--- config.mk ---
export PLATFORM = sky130hd
export DESIGN_NAME = node_pkt_injector
export DESIGN_NICKNAME = d
export VERILOG_FILES = /design/src/rtl/node_pkt_injector.sv
export SDC_FILE = /design/constraint.sdc
export NUM_CORES = 1
export LEC_CHECK = 0
export ABC_AREA = 1
export CORE_MARGIN = 5
export CORE_UTILIZATION = 44
export CTS_CLUSTER_DIAMETER = 50
export DETAILED_ROUTE_END_ITERATION = 6
export GPL_TIMING_DRIVEN = 0
export PLACE_DENSITY = 0.69
export SLEW_MARGIN = 20
export SYNTH_ARGS = -nofsm -noshare
export SYNTH_HDL_FRONTEND = slang
export SYNTH_SLANG_ARGS = --single-unit
--- constraint.sdc ---
create_clock -name clk -period 3.2 [get_ports clk]
set_clock_uncertainty 0.05 [all_clocks]
set_input_delay 0.48 -clock clk [delete_from_list [all_inputs] [get_ports clk]]
set_output_delay 0.48 -clock clk [all_outputs]
set_load 0.05 [all_outputs]
--- src/rtl/node_pkt_injector.sv ---
// node_pkt_injector
// Node-side network interface feeding a switch local port (r/ack/data link).
// Parallel packets from the node are buffered in a small FIFO, then each one is
// sent after a request/ack handshake as a serial stream:
//   x[0], x[1], y[0], y[1], siz[0], siz[1], data[siz*8-1] .. data[0]
//
// Optional build macro: INJ_PARITY_EN
//   When defined, one even-parity bit (XOR of all preceding packet bits) is
//   appended after the last payload bit (after siz[1] for header-only packets).
//
// Ports:
//   clk       system clock, posedge
//   rst       synchronous active-high reset
//   in_valid  node offers a packet
//   in_ready  FIFO has room; push on in_valid && in_ready
//   in_x      destination x (2 bits)
//   in_y      destination y (2 bits)
//   in_siz    payload size in bytes, 0..3
//   in_data   payload, right aligned, bits above siz*8 ignored
//   req_out   request to switch
//   ack_in    grant from switch, sampled only while requesting
//   data_out  serial data to switch
//   busy      FSM not idle
//   pkt_done  one-cycle pulse after the last bit of a packet
module node_pkt_injector #(
  parameter int unsigned QDEPTH = 2,
  parameter int unsigned DW     = 24
) (
  input  logic          clk,
  input  logic          rst,
  input  logic          in_valid,
  output logic          in_ready,
  input  logic [1:0]    in_x,
  input  logic [1:0]    in_y,
  input  logic [1:0]    in_siz,
  input  logic [DW-1:0] in_data,
  output logic          req_out,
  input  logic          ack_in,
  output logic          data_out,
  output logic          busy,
  output logic          pkt_done
);

  localparam int unsigned AW  = $clog2(QDEPTH);
  localparam int unsigned CW  = AW + 1;
  localparam int unsigned BCW = 5;

  typedef struct packed {
    logic [1:0]    x;
    logic [1:0]    y;
    logic [1:0]    siz;
    logic [DW-1:0] data;
  } entry_t;

  typedef enum logic [2:0] {
    S_IDLE,
    S_REQ,
    S_HDR,
    S_DATA,
    S_PAR,
    S_END
  } state_t;

  // State entered after the final header/payload bit.
`ifdef INJ_PARITY_EN
  localparam state_t S_TAIL = S_PAR;
`else
  localparam state_t S_TAIL = S_END;
`endif

  // ---------------------------------------------------------------------------
  // Packet FIFO
  // ---------------------------------------------------------------------------
  entry_t        mem_q [QDEPTH];
  logic [AW-1:0] wr_ptr_q, wr_ptr_d;
  logic [AW-1:0] rd_ptr_q, rd_ptr_d;
  logic [CW-1:0] count_q, count_d;
  logic          in_ready_q, in_ready_d;
  logic          push;
  logic          pop;
  entry_t        in_entry;
  entry_t        head;

  assign in_entry = '{x: in_x, y: in_y, siz: in_siz, data: in_data};
  assign head     = mem_q[rd_ptr_q];
  assign push     = in_valid && in_ready_q;

  // Entry storage; no reset needed, occupancy is tracked by count_q.
  always_ff @(posedge clk) begin
    if (push) begin
      mem_q[wr_ptr_q] <= in_entry;
    end
  end

  // Pointer and occupancy next-state; ready tracks the next occupancy so
  // in_ready always equals (count != QDEPTH) for the current cycle.
  always_comb begin
    wr_ptr_d = wr_ptr_q;
    rd_ptr_d = rd_ptr_q;
    count_d  = count_q;
    if (push) begin
      wr_ptr_d = wr_ptr_q + AW'(1);
    end
    if (pop) begin
      rd_ptr_d = rd_ptr_q + AW'(1);
    end
    case ({push, pop})
      2'b10:   count_d = count_q + CW'(1);
      2'b01:   count_d = count_q - CW'(1);
      default: count_d = count_q;
    endcase
    in_ready_d = (count_d != CW'(QDEPTH));
  end

  // ---------------------------------------------------------------------------
  // Serializer FSM
  // ---------------------------------------------------------------------------
  state_t         state_q, state_d;
  logic [BCW-1:0] cnt_q, cnt_d;
  entry_t         wk_q, wk_d;
  logic           req_q, req_d;
  logic           data_q, data_d;
  logic           busy_q, busy_d;
  logic           done_q, done_d;
  logic [5:0]     hdr_d;
  logic           par_bit;

`ifdef INJ_PARITY_EN
  logic [DW-1:0] pay_mask;

  // Even parity over the header and the live payload bytes of the working entry.
  always_comb begin
    pay_mask = (DW'(1) << {wk_q.siz, 3'b000}) - DW'(1);
    par_bit  = (^{wk_q.siz, wk_q.y, wk_q.x}) ^ (^(wk_q.data & pay_mask));
  end
`else
  assign par_bit = 1'b0;
`endif

  // Next-state logic; header counts up 0..5, payload counts down siz*8-1..0.
  always_comb begin
    state_d = state_q;
    cnt_d   = cnt_q;
    wk_d    = wk_q;
    pop     = 1'b0;
    case (state_q)
      S_IDLE: begin
        if (count_q != '0) begin
          state_d = S_REQ;
        end
      end
      S_REQ: begin
        if (ack_in) begin
          state_d = S_HDR;
          cnt_d   = '0;
          wk_d    = head;
        end
      end
      S_HDR: begin
        if (cnt_q == BCW'(5)) begin
          if (wk_q.siz != 2'd0) begin
            state_d = S_DATA;
            cnt_d   = BCW'({wk_q.siz, 3'b000}) - BCW'(1);
          end else begin
            state_d = S_TAIL;
          end
        end else begin
          cnt_d = cnt_q + BCW'(1);
        end
      end
      S_DATA: begin
        if (cnt_q == '0) begin
          state_d = S_TAIL;
        end else begin
          cnt_d = cnt_q - BCW'(1);
        end
      end
      S_PAR: begin
        state_d = S_END;
      end
      S_END: begin
        pop     = 1'b1;
        state_d = S_IDLE;
      end
      default: begin
        state_d = S_IDLE;
      end
    endcase
  end

  // Output next-values decoded from the next state so every output is a flop
  // whose value lines up with the state it belongs to.
  always_comb begin
    req_d  = 1'b0;
    data_d = 1'b0;
    busy_d = (state_d != S_IDLE);
    done_d = (state_d == S_END);
    hdr_d  = {wk_d.siz, wk_d.y, wk_d.x};
    case (state_d)
      S_REQ: begin
        req_d = 1'b1;
      end
      S_HDR: begin
        req_d  = 1'b1;
        data_d = hdr_d[cnt_d[2:0]];
      end
      S_DATA: begin
        req_d  = 1'b1;
        data_d = wk_d.data[cnt_d];
      end
      S_PAR: begin
        req_d  = 1'b1;
        data_d = par_bit;
      end
      default: begin
        req_d  = 1'b0;
        data_d = 1'b0;
      end
    endcase
  end

  // State and output registers.
  always_ff @(posedge clk) begin
    if (rst) begin
      state_q    <= S_IDLE;
      cnt_q      <= '0;
      wk_q       <= '0;
      wr_ptr_q   <= '0;
      rd_ptr_q   <= '0;
      count_q    <= '0;
      in_ready_q <= 1'b1;
      req_q      <= 1'b0;
      data_q     <= 1'b0;
      busy_q     <= 1'b0;
      done_q     <= 1'b0;
    end else begin
      state_q    <= state_d;
      cnt_q      <= cnt_d;
      wk_q       <= wk_d;
      wr_ptr_q   <= wr_ptr_d;
      rd_ptr_q   <= rd_ptr_d;
      count_q    <= count_d;
      in_ready_q <= in_ready_d;
      req_q      <= req_d;
      data_q     <= data_d;
      busy_q     <= busy_d;
      done_q     <= done_d;
    end
  end

  assign in_ready = in_ready_q;
  assign req_out  = req_q;
  assign data_out = data_q;
  assign busy     = busy_q;
  assign pkt_done = done_q;

endmodule

==> impl_metrics.csv <==
group,metric,value,unit
status,run_status,"completed",
grt,grt_use_total,15.2,%
finish,antennaDiodeCount,0,
synth,synthesized_cell_area,0.00469,mm2
grt,global_route_wire_length_before_repair,15.5,mm
worst_setup_path,worst-path-max-fanout,7,
timing,relSlewSlack,56.9,%
power,power.static_leakage,2.15,nW
synth,post-synth-top-area-cell,"sky130_fd_sc_hd__edfxtp_1",
synth,synth-adder-area-share,1.07,%
synth,synth.net_count,531,
synth,synthDominantCellAreaShare,38.4,%
power,power_density,531,mW/mm2
synth,largest_family_of_logic_cells_by_synthesized_area,"simple AND/OR/NAND/NOR gates",
worst_setup_path,required_time_at_the_worst_slack_endpoint,3.44,ns
drt,detail_route.drc_violations,0,
synth,synth_cells,493,
run,timing.max_cap.violations,0,
finish,layout-area-overhead-vs-synth,17.7,%
synth,asyncSetResetFlopFracSynth,0,%
worst_setup_path,critPathBufInv,3,
worst_setup_path,timing.reg2reg.setup_slack,0.84,ns
synth,synth_commonest_cells,"96 x sky130_fd_sc_hd__nand2_1, 60 x sky130_fd_sc_hd__edfxtp_1, 57 x sky130_fd_sc_hd__inv_1",
worst_setup_path,worst_path_dominant_cell_family,"simple AND/OR/NAND/NOR gates",
drt,route.antenna.remaining_nets,0,
timing,grt_setup_unrepaired,"false",
synth,multiplexer_fraction_of_the_synthesized_cell_area,3.90,%
timing,clock.fmax,0.423,GHz
grt,grt.overflow.total,0,
clock_tree,clk_path_buf_depth,2,
worst_setup_path,cp_max_delay_cell,"sky130_fd_sc_hd__dfxtp_1",
worst_setup_path,critical_path_class,"register to register",
timing,layout_setup_ws,0.838,ns
drt,detail_route.vias_per_cell,4.81,
synth,library_cells_used_by_synthesis,32,
grt,grt_start_max_net_pins,22,
die,row_count,37,
place,port-buffer-count,38,
die,die_y,113,um
grt,initial_antenna_violation_count,0,
place,place.gp.congestion,0.848,
grt,grt.met2_usage,26.3,%
synth,synth_warnings,0,
die,die-width,113,um
die,core-area,0.0104,mm2
timing,finalSetupViolations,0,
grt,grt_busiest_layer,"met2",
place,detailed_place.area,0.00531,mm2
finish,drive_above_1_share,13.3,%
worst_setup_path,worst_setup_start_kind,"register",
synth,synthXorXnorAreaFrac,0.747,%
synth,synthesized_area_fraction_occupied_by_ao_oa_aoi_and_oai_cells,7.69,%
clock_tree,post_cts.repair.setup_buffers,0,
worst_setup_path,crit_path_start,"cnt_q[1]",
clock_tree,cts_root_buffer,"sky130_fd_sc_hd__clkbuf_8",
worst_setup_path,worst_r2r_endpoint,"data_out",
grt,met3_usage,2.35,%
worst_hold_path,hold_class,"register to register",
clock_tree,insertion_delay,0.37,ns
drt,detail_route.wirelength,9.39,mm
timing,slew_viol_final,0,
worst_setup_path,crit_chain,"inv_1 > ha_1 > nand2_1 > inv_1 > nand2_2 > nor2_1 > nand2_1 > nand2_1 > nand3_2 > inv_1 > nand3_1 > nand2_1 > nor2_1 > nor2_1 > nor2_1 > a21oi_2",
synth,synth-edff-count,60,
synth,yosys.cell_count.top_type,"sky130_fd_sc_hd__nand2_1",
worst_hold_path,hold_end,"wk_q[6]",
synth,synth_flop_cell,"sky130_fd_sc_hd__edfxtp_1",
clock_tree,clock_tree_from_tritoncts,"yes",
drt,drt_iter0_markers,176,
finish,post-route-util,53.2,%
synth,avgSynthCellArea,9.51,um2
finish,fin_nets,582,
worst_setup_path,critical-path-max-stage-delay,0.38,ns
drt,wl_per_cell,13.7,um
synth,simple_gate_area_share_of_the_yosys_netlist,20.2,%
worst_setup_path,ff2ff_path_depth,16,
clock_tree,cts_htree_levels,3,
clock_tree,path_clk_slew,0.09,ns
synth,synth.yosys.seq_area_share,58.9,%
timing,finalHoldViolCount,0,
clock_tree,cts_made_buffers,9,
place,post-place-ws,0.535,ns
die,die-area,0.0128,mm2
timing,worst_slew_pin_tran,0.641,ns
die,initial_standard_cell_utilization_of_the_core,45.2,%
worst_setup_path,reg2reg_from,"cnt_q[1]",
synth,synth-seq-cells,108,
grt,vias_in_the_first_global_route,3200,
place,dp.final_hpwl,7.10,mm
worst_setup_path,critPathCaptureType,"register",
clock_tree,cts_resized,0,
die,pin_count,39,
timing,fin_crit_sh,73.8,%
worst_hold_path,hold_start,"wk_q[6]",
drt,detailedRoute.firstPassIterationCount,4,
worst_setup_path,worstPathArrival,2.60,ns
power,vdd_ir_drop_max,0.275,mV
grt,met1_usage,19.2,%
worst_hold_path,hold_path_depth,2,
drt,vias,3294,
timing,min_period,2.36,ns
clock_tree,cts.hold.buffers_added,0,
finish,finish.instance_area,0.00552,mm2
clock_tree,cts.sink_count,108,
synth,synth_top_cells_by_area,"sky130_fd_sc_hd__edfxtp_1 38%, sky130_fd_sc_hd__dfxtp_1 21%, sky130_fd_sc_hd__nand2_1 7.7%, sky130_fd_sc_hd__inv_1 4.6%, sky130_fd_sc_hd__nor2_1 4.3%",
==> report_power, final <==
group          switching, W  internal [W]  total, W
Clock              0.000459      0.000390  0.000849
Sequential        0.0000314       0.00157   0.00160
Combinational      0.000286      0.000193  0.000479
==> stage by stage <==
step	cells	setup TNS (ns)	hold WS (ns)	total power, W
after floorplan	493	0	0.389	0.00195
after global placement	667	-25.89	0.407	0.00209
after detailed placement	669	0	0.433	0.00211
after CTS	685	0	0.447	0.00295
after global routing	685	0	0.489	0.00308
final	685	0	0.442	0.00293
==> area by class of cell <==
cell class,instances,area [um2]
buffer,19,119
inverter,62,233
tap,136,170
multi-input combinational,304,1590
timing repair buffer,40,435
fill,928,4850
clock inverter,6,70.1
sequential,108,2760
clock buffer,10,138
==> cells by family (layout without fill, tap and decap cells) <==
logic type | count (synthesis) | in the layout
xor+xnor | 4 | 4
buf+inv | 81 | 137
mux | 17 | 17
flops | 108 | 108
simple gates | 215 | 215
fa+ha+maj | 4 | 4
compound gates | 64 | 64
==> registers in the layout (all words and copies together) (netlist names), named ones only <==
name and flops:
cnt_q 5, state_q 3, in_ready 1, req_out 1
wk_q 30, busy 1, data_out 1, count_q 2
mem_q 60, wr_ptr_q 1, rd_ptr_q 1, pkt_done 1
==> tightest hold or removal path, stage by stage, from the launching register on <==
cell and delay [ns]:
sky130_fd_sc_hd__dfxtp_1 0.31, sky130_fd_sc_hd__nand2_1 0.08, sky130_fd_sc_hd__a21oi_1 0.07
==> layer usage <==
metal | vias up | share of wire, %
li1 | 1714 | -
met1 | 1512 | 45
met2 | 58 | 50
met3 | 10 | 3.7
met4 | 0 | 1.8
met5 | - | 0
==> worst max-delay path by stage <==
stage	end	slack [ns]	cells after the start
final	data_out	0.84	16
after global routing	data_out	0.63	16
after CTS	data_out	0.82	16
after detailed placement	data_out	0.54	12
after global placement	mem_q[1][4]	-0.45	3
after floorplan	mem_q[1][0]	0.60	2
==> cell usage in the layout, fill, tap and decap left out, drive strengths merged, types with 7 or more instances in the layout <==
cell type / netlist / layout
mux2: 10 / 10
buf: 13 / 15
o21ai: 39 / 39
edfxtp: 60 / 60
nand3: 37 / 37
o21a: 9 / 9
nand2: 98 / 98
inv: 62 / 64
a21oi: 12 / 12
nor2: 62 / 62
dfxtp: 48 / 48
clkdlybuf4s50: 0 / 38
clkbuf: 6 / 16
or2: 10 / 10
mux2i: 7 / 7
Note: power is estimated with default switching activity, not from simulation.
